===== src/rtl/timer_pkg.sv =====
// timer_pkg: register map, TCR/TSR bit positions and prescaler divider table
package timer_pkg;
  localparam logic [1:0] REG_TDR  = 2'd0;
  localparam logic [1:0] REG_TCR  = 2'd1;
  localparam logic [1:0] REG_TSR  = 2'd2;
  localparam logic [1:0] REG_TCNT = 2'd3;
  localparam int TCR_LOAD   = 7;
  localparam int TCR_AR     = 6;
  localparam int TCR_DW     = 5;
  localparam int TCR_EN     = 4;
  localparam int TCR_UDF_IE = 3;
  localparam int TCR_OVF_IE = 2;
  localparam int TCR_SEL    = 0;
  localparam int TSR_UDF    = 1;
  localparam int TSR_OVF    = 0;
  typedef enum logic [1:0] {CS_DIV2, CS_DIV4, CS_DIV8, CS_DIV16} clk_sel_e;
  localparam int DIV_N [4] = '{2, 4, 8, 16};
  function automatic logic [3:0] div_last(clk_sel_e sel);
    return 4'(DIV_N[int'(sel)] - 1);
  endfunction
endpackage


===== src/rtl/timer_multi_ch_if.sv =====
// timer_multi_ch_if: zero-wait-state APB bus between a master and the timer block
interface timer_multi_ch_if;
  logic        psel;
  logic        penable;
  logic        pwrite;
  logic [7:0]  paddr;
  logic [31:0] pwdata;
  logic [31:0] prdata;
  logic        pready;
  logic        pslverr;
  modport master (output psel, penable, pwrite, paddr, pwdata, input prdata, pready, pslverr);
  modport slave  (input psel, penable, pwrite, paddr, pwdata, output prdata, pready, pslverr);
endinterface


===== src/rtl/timer_ch.sv =====
// timer_ch: one timer channel with prescaler, up/down counter and TDR/TCR/TSR
module timer_ch
  import timer_pkg::*;
#(
  parameter int CNT_W = 8
) (
  input  logic             clk,
  input  logic             rst,
  input  logic             wr_i,
  input  logic [1:0]       reg_i,
  input  logic [31:0]      wdata_i,
  output logic [CNT_W-1:0] tdr_o,
  output logic [7:0]       tcr_o,
  output logic [1:0]       tsr_o,
  output logic [CNT_W-1:0] tcnt_o,
  output logic             irq_o
);
  logic [CNT_W-1:0] tdr_q, tdr_d, tcnt_q, tcnt_d;
  logic [7:0]       tcr_q, tcr_d;
  logic [1:0]       tsr_q, tsr_d, set;
  logic [3:0]       pre_q, pre_d;
  clk_sel_e         sel_q, sel_eff;
  logic             run, tick, dw, wrap;
  logic             unused_w;
  assign unused_w = ^wdata_i;
  // next-state: the divider picks up a new clk_sel only when it sits at zero
  always_comb begin
    run     = tcr_q[TCR_EN] & ~tcr_q[TCR_LOAD];
    dw      = tcr_q[TCR_DW];
    sel_eff = pre_q == 4'd0 ? clk_sel_e'(tcr_q[TCR_SEL+1:TCR_SEL]) : sel_q;
    tick    = run & (pre_q == div_last(sel_eff));
    pre_d   = (!run || tick) ? 4'd0 : pre_q + 4'd1;
    wrap    = tick & (dw ? ~|tcnt_q : &tcnt_q);
    set     = {wrap & dw, wrap & ~dw};
    tcnt_d  = tcr_q[TCR_LOAD] ? tdr_q :
              !tick ? tcnt_q :
              wrap ? (tcr_q[TCR_AR] ? tdr_q : (dw ? '1 : '0)) :
              dw ? tcnt_q - CNT_W'(1) : tcnt_q + CNT_W'(1);
    tdr_d   = (wr_i && reg_i == REG_TDR) ? wdata_i[CNT_W-1:0] : tdr_q;
    tcr_d   = (wr_i && reg_i == REG_TCR) ? wdata_i[7:0] : tcr_q;
    tsr_d   = (tsr_q & ((wr_i && reg_i == REG_TSR) ? wdata_i[1:0] : 2'b11)) | set;
  end
  // channel state registers
  always_ff @(posedge clk)
    if (rst) begin
      tdr_q  <= '0;
      tcr_q  <= '0;
      tsr_q  <= '0;
      tcnt_q <= '0;
      pre_q  <= '0;
      sel_q  <= CS_DIV2;
    end else begin
      tdr_q  <= tdr_d;
      tcr_q  <= tcr_d;
      tsr_q  <= tsr_d;
      tcnt_q <= tcnt_d;
      pre_q  <= pre_d;
      sel_q  <= sel_eff;
    end
  assign tdr_o  = tdr_q;
  assign tcr_o  = tcr_q;
  assign tsr_o  = tsr_q;
  assign tcnt_o = tcnt_q;
  assign irq_o  = (tsr_q[TSR_UDF] & tcr_q[TCR_UDF_IE]) | (tsr_q[TSR_OVF] & tcr_q[TCR_OVF_IE]);
endmodule


===== src/rtl/timer_multi_ch.sv =====
// timer_multi_ch: APB-mapped bank of NUM_CH independent timers with readback mux
module timer_multi_ch
  import timer_pkg::*;
#(
  parameter int NUM_CH = 2,
  parameter int CNT_W  = 8
) (
  input  logic                pclk,
  input  logic                preset,
  timer_multi_ch_if.slave     apb,
  output logic [NUM_CH-1:0]   irq
);
  logic [1:0]  ch, rg;
  logic        valid, wr;
  logic [31:0] rd_ch [4];
  logic        unused_a;
  assign unused_a = ^{apb.paddr[7:6], apb.paddr[1:0]};
  assign ch    = apb.paddr[5:4];
  assign rg    = apb.paddr[3:2];
  assign valid = int'(ch) < NUM_CH;
  assign wr    = apb.psel & apb.penable & apb.pwrite;
  assign apb.pready  = 1'b1;
  assign apb.pslverr = apb.psel & apb.penable & ~valid;
  assign apb.prdata  = apb.psel ? rd_ch[ch] : '0;
  for (genvar c = 0; c < 4; c++) begin : g_ch
    if (c < NUM_CH) begin : g_on
      logic [CNT_W-1:0] tdr, tcnt;
      logic [7:0]       tcr;
      logic [1:0]       tsr;
      timer_ch #(.CNT_W(CNT_W)) u_ch (
        .clk    (pclk),
        .rst    (preset),
        .wr_i   (wr && ch == 2'(c)),
        .reg_i  (rg),
        .wdata_i(apb.pwdata),
        .tdr_o  (tdr),
        .tcr_o  (tcr),
        .tsr_o  (tsr),
        .tcnt_o (tcnt),
        .irq_o  (irq[c])
      );
      assign rd_ch[c] = rg == REG_TDR ? 32'(tdr) :
                        rg == REG_TCR ? 32'(tcr) :
                        rg == REG_TSR ? 32'(tsr) : 32'(tcnt);
    end else begin : g_off
      assign rd_ch[c] = '0;
    end
  end
endmodule


===== src/flat_wrapper.sv =====
// flat-port wrapper written by rule: the top's interface ports become plain ports
module timer_multi_ch_flat import timer_pkg::*;
#(
  parameter int NUM_CH = 2,
  parameter int CNT_W  = 8
)
  (pclk, preset, irq, apb_psel, apb_penable, apb_pwrite, apb_paddr, apb_pwdata, apb_prdata, apb_pready, apb_pslverr);
  timer_multi_ch_if apb_i ();
  input  logic pclk;
  input  logic preset;
  output logic [NUM_CH-1:0] irq;
  input wire logic [$bits(apb_i.psel)-1:0] apb_psel;
  input wire logic [$bits(apb_i.penable)-1:0] apb_penable;
  input wire logic [$bits(apb_i.pwrite)-1:0] apb_pwrite;
  input wire logic [$bits(apb_i.paddr)-1:0] apb_paddr;
  input wire logic [$bits(apb_i.pwdata)-1:0] apb_pwdata;
  output wire logic [$bits(apb_i.prdata)-1:0] apb_prdata;
  output wire logic [$bits(apb_i.pready)-1:0] apb_pready;
  output wire logic [$bits(apb_i.pslverr)-1:0] apb_pslverr;
  assign apb_i.psel = apb_psel;
  assign apb_i.penable = apb_penable;
  assign apb_i.pwrite = apb_pwrite;
  assign apb_i.paddr = apb_paddr;
  assign apb_i.pwdata = apb_pwdata;
  assign apb_prdata = apb_i.prdata;
  assign apb_pready = apb_i.pready;
  assign apb_pslverr = apb_i.pslverr;
  timer_multi_ch #(.NUM_CH(NUM_CH), .CNT_W(CNT_W)) u_core (.pclk(pclk), .preset(preset), .apb(apb_i), .irq(irq));
endmodule

===== config.mk =====
export PLATFORM = sky130hd
export DESIGN_NAME = timer_multi_ch_flat
export DESIGN_NICKNAME = d
export VERILOG_FILES = /design/src/rtl/timer_pkg.sv /design/src/rtl/timer_multi_ch_if.sv /design/src/rtl/timer_ch.sv /design/src/rtl/timer_multi_ch.sv /design/src/flat_wrapper.sv
export SDC_FILE = /design/constraint.sdc
export NUM_CORES = 1
export LEC_CHECK = 0
export ABC_AREA = 1
export BUFFER_PORTS_ARGS = -buffer_cell sky130_fd_sc_hd__buf_2
export CORE_ASPECT_RATIO = 1.1
export CORE_UTILIZATION = 30
export CTS_CLUSTER_DIAMETER = 50
export CTS_CLUSTER_SIZE = 28
export DETAILED_ROUTE_END_ITERATION = 8
export PLACE_DENSITY = 0.6
export SKIP_CTS_REPAIR_TIMING = 1
export SYNTH_ARGS = -nofsm -noshare
export SYNTH_HDL_FRONTEND = slang
export SYNTH_HIERARCHICAL = 1
export SYNTH_SLANG_ARGS = --single-unit

===== constraint.sdc =====
create_clock -name pclk -period 3.13 [get_ports pclk]
set_clock_uncertainty 0.05 [all_clocks]
set_input_delay 0.626 -clock pclk [delete_from_list [all_inputs] [get_ports pclk]]
set_output_delay 0.626 -clock pclk [all_outputs]
set_load 0.01 [all_outputs]

======== Word-level counts from Yosys, hierarchy flattened ========
Index checks and enable logic that the tools add are counted.
W data, S select, Z words.
storage, ports and cells
  flip-flop bits (word level) ............. 64
operators by class
  $lt $le $gt $ge ......................... 4
  bitwise gates (word level) .............. 31
  reduce and logical (&&, ||, !) cells .... 26
  $add $sub $neg .......................... 8
  muxes and demuxes ....................... 34
  equality and inequality tests ........... 5
operator list
  cell                   number
  $mux W32               7
  $bmux W32 S2           3
  $mux W8                14
  $ge A32 B3 Y1 const B  2
  $not A2 Y32            2
  $and A1 B1 Y1          17
  $add A8 B1 Y8 const B  2
  $mux W4                4
  $reduce_and A8 Y1      2
  $reduce_or A8 Y1       2
  $sub A8 B1 Y8 const B  2
  $add A4 B1 Y4 const B  2
  $eq A4 B4 Y1           2
  $logic_and A1 B1 Y1    8
  $logic_not A4 Y1       2
  $mux W2                4
  $sub A4 B2 Y4 const B  2
  $not A1 Y1             5
  $and A2 B2 Y2          2
  $eq A2 B1 Y1 const B   2
  $logic_not A1 Y1       4
  $logic_not A2 Y1       2
  $or A2 B2 Y2           2
  $reduce_bool A2 Y1     2
  other kinds (8)        12

======== Longest topological paths before layout ========
  word-level depth ........................ 13
  mapped depth ............................ 14

======== Modules after synthesis ========
Netlist, hierarchy kept.
modules (own cells, without submodules)
  module                               seq. area each (µm²)  area an instance (µm²)  times used  cells an instance
  timer_ch (u_core.g_ch[1].g_on.u_ch)  640.6                 2031.9                  1           301
  timer_ch (u_core.g_ch[0].g_on.u_ch)  640.6                 2014.4                  1           302
  timer_multi_ch                       0.0                   794.5                   1           164

======== Least setup slack after synthesis ========
No wires, ideal clock.
  path kind ............................... input -> output
  start ................................... in apb_paddr[3]
  end ..................................... out apb_prdata[4]
  setup slack ............................. 1.105 ns
  arrival ................................. 1.349 ns
  cell stages on the path ................. 7
  required time ........................... 2.454 ns
  cell sequence ........................... buf_6 -> inv_2 -> nand2_1 -> o21ai_0 -> nor2_1 -> nor2_1 -> nor2_1
between the ends
  longest elaborated chain between the ends .. 8
  elaborated cells on any way between the ends .. 13
RTL lines
  what                                             line                  text
  start: declaration                               flat_wrapper.sv:15    input wire logic [$bits(apb_i.paddr)-1:0] apb_paddr;
  $eq A2 B2 Y1                                     timer_multi_ch.sv:44  rg == REG_TSR ? 32'(tsr) : 32'(tcnt);
  $mux W8                                          timer_multi_ch.sv:44
  $mux W32                                         timer_multi_ch.sv:43  rg == REG_TCR ? 32'(tcr) :
  $mux W32                                         timer_multi_ch.sv:42  assign rd_ch[c] = rg == REG_TDR ? 32'(tdr) :
  $bmux W32 S2 (*)                                 timer_multi_ch.sv:24  assign apb.prdata = apb.psel ? rd_ch[ch] : '0;
  $mux W32 (not written as such) (*) (2 in a row)  timer_multi_ch.sv:24
  $mux W32 (*)                                     timer_multi_ch.sv:24
  end: declaration                                 flat_wrapper.sv:17    output wire logic [$bits(apb_i.prdata)-1:0] apb_prdata;
Mark *: on every way between the ends. The rest lies on a longest branch, timed or not. The select of a mux whose other input is x is not followed.

======== Worst setup path after layout ========
  start ................................... in apb_paddr[2]
  end ..................................... out apb_prdata[0]
Same word-level chain as after synthesis.

==> reports/qor.txt <==
CP startpoint kind: input pin
WL final: 12,590 um
Worst-path clk slew: 0.05 ns
VDD IR-drop max: 0.0002843 V
Hold Crit Class: register to register
Layout Area Growth over Synthesis: 12.12%
Worst-skew pair later-pin latency: 0.33 ns
Antenna violations before repair: 0
Post-Syn Area: 0.004841 mm2
Die width: 123.1 um
Clock net sink count: 64
Pint: 1.622 mW
Clock share of power: 0.538
Initial DRT Pass Iterations: 5
WHS: 0.4360 ns
Die height: 135.2 um
Largest family of logic cells by synthesized area: simple AND/OR/NAND/NOR gates
Simple-gate share of the synthesized area: 0.4135
Via count: 4,590
Setup TNS: 0 ns
1st-iter DRT viols: 314
Pins Over Slew Limit: 0
Post-synthesis compound-gate area fraction: 0.1114
LEAKAGE: 2.484 nW
Net switching share of the total power: 0.2228
Min Tclk post-route: 2.642 ns
Final ANT Viol Nets: 0
RSZ-0062 raised after global routing: no
First-pass GRT wire length: 21,070 um
Outcome: completed
Number of synthesis warnings: 6
Period Utilization, post-route: 0.8441
GRT overflow: 0
DR WL/cell: 12.61 um
CP Class: input pin to output pin
Routability-driven placement congestion ratio: 0.8297
Unique masters post-synth: 37
Cell count after synthesis: 767
Slew @ Worst Pin: 0.5744 ns
Sequential share of power: 0.394
N_diodes: 0
TritonCTS clock tree: yes
Final worst slack: 0.4881 ns
Nets: 856
Residual DRC: 0
IO Port Bufs: 27
Post-synthesis mux area share: 0
# rows: 48
GRT Total Usage: 0.1625
Pwr Density: 384.5 mW/mm2
Starting Density: 0.3076
Logic gate share of total power: 0.068
Root Buffer: clkbuf_16
Max Fclk: 378.5 MHz
Flops & latches, synth: 64
Hpwl dp: 9759 um
Top Ports: 81
Pre-CTS WS: 0.5046 ns
Pin count of the biggest net entering global routing: 21
XOR/XNOR Fraction of Synth Area: 0.02171
Final setup viols: 0
Num CTS Buffers: 9
CP required: 2.45 ns
Slew headroom: 0.6166
Syn avg cell area: 6.311 um2
Total Die Area: 0.01665 mm2
Share of layout cells above drive strength 1: 0.1178
Adder-cell share of the synthesized area: 0.04963
Psw: 0.4649 mW
Crit. End Element: output pin
Core area: 0.01574 mm2
Maxcap violations: 0
CP max FO: 13
Worst endpoint data arrival time: 1.97 ns
Sequential area share after synthesis: 0.2647
CTS H-tree depth: 3
Hold Violations, Final: 0
Final core utilization: 0.3449
Bufs on Longest Clock Path: 2
Vias/cell: 4.599
Vias in the first global route: 4,357
sequential cells by signal (all words and copies together) (netlist names):
signal,count
u_core/g_ch.g_on.u_ch/tcnt_o,16
u_core/g_ch.g_on.u_ch/pre_q,8
u_core/g_ch.g_on.u_ch/tdr_o,16
u_core/g_ch.g_on.u_ch/sel_q,4
u_core/g_ch.g_on.u_ch/tcr_o,16
u_core/g_ch.g_on.u_ch/tsr_o,4
power by group through the flow:
stage	Sequential [mW]	Combinational [mW]	Clock [mW]
floorplan	0.839	0.115	0
global placement	0.840	0.142	0
detailed placement	0.840	0.142	0
CTS	0.822	0.143	1.14
global route	0.822	0.161	1.17
finish	0.822	0.142	1.12
critical path, stage by stage:
cell and delay, ns:
buf_2 0.24, inv_2 0.14, nor2_1 0.43, nand2_1 0.09
nand3_1 0.08, nor2_1 0.04, nor2_1 0.09, nor2_1 0.06
buf_2 0.15
layer usage:
layer  share of wire  up-vias  GRT usage
met5               0        -          0
met3           0.026       21    0.02189
met1            0.45     2044     0.1921
met4           0.029        0    0.07497
li1                -     2450          -
met2            0.50       75     0.2881
worst paths after layout:
kind / startpoint / to / slack [ns] / cells past startpoint
max: apb_paddr[2] / apb_prdata[0] / 0.49 / 9
min: u_core/g_ch[0].g_on.u_ch/pre_q[0] / u_core/g_ch[0].g_on.u_ch/pre_q[0] / 0.44 / 1
max reg2reg: u_core/g_ch[0].g_on.u_ch/pre_q[0] / u_core/g_ch[0].g_on.u_ch/tcnt_o[4] / 1.05 / 14
min reg2reg: u_core/g_ch[0].g_on.u_ch/pre_q[0] / u_core/g_ch[0].g_on.u_ch/pre_q[0] / 0.44 / 1
logic make-up (layout without fill, tap and decap cells):
group	after synthesis	in the layout
and+or+nand+nor	427	427
buffers and inverters	145	153
AOI/OAI and AO/OA	99	99
DFF	64	64
adders and majority gates	18	18
xor gates and xnor gates	12	12
other	2	25
through the flow:
stage               instance area, um2  power [mW]  instances
global route                      5428       2.158        998
finish                            5428       2.087        998
detailed placement                5094      0.9819        982
CTS                               5428       2.106        998
floorplan                         4927      0.9537        790
global placement                  5094      0.9814        982
Yosys cell counts, drive strengths merged:
master  number  share of area
o21ai       61          0.064
buf         35          0.052
nand2      192           0.16
nand3       64          0.076
nand3b      18          0.028
clkbuf       9         0.0070
dfxtp       64           0.26
fa           2         0.0083
o211ai       5         0.0078
nor3        12          0.014
xor2         6          0.011
a21oi       29          0.033
nor2       125           0.11
a21o         2         0.0031
nand4       14          0.018
and2         2         0.0026
a22o         2         0.0036
ha          16          0.041
inv         99          0.077
clkinv       2         0.0016
xnor2        6          0.011
conb         2         0.0016
area by class of cell:
cell class                 instances  area, um2
clock buffer                      14      274.0
clock inverter                     2      60.06
fill                            1755      10310
inverter                         101      379.1
multi-input combinational        581       2980
sequential                        64       1281
tap                              200      250.2
timing repair buffer              36      202.7
cell usage in the layout (no fill, tap or decap), types with 3 or more instances in the layout:
master	n
xor2_1	6
ha_1	16
nand3_1	56
nand3b_1	18
nand2_4	7
o211ai_1	5
a21oi_1	25
nand4_1	14
clkbuf_16	9
buf_2	27
inv_2	5
conb_1	25
nand2_2	9
nor2_4	6
nand2_1	176
clkbuf_8	3
inv_1	94
o21ai_0	59
nor3_1	10
xnor2_1	6
nand3_2	7
buf_4	9
nor2_1	117
dfxtp_1	64
a21oi_2	4
(Power assumes the default switching activity.)
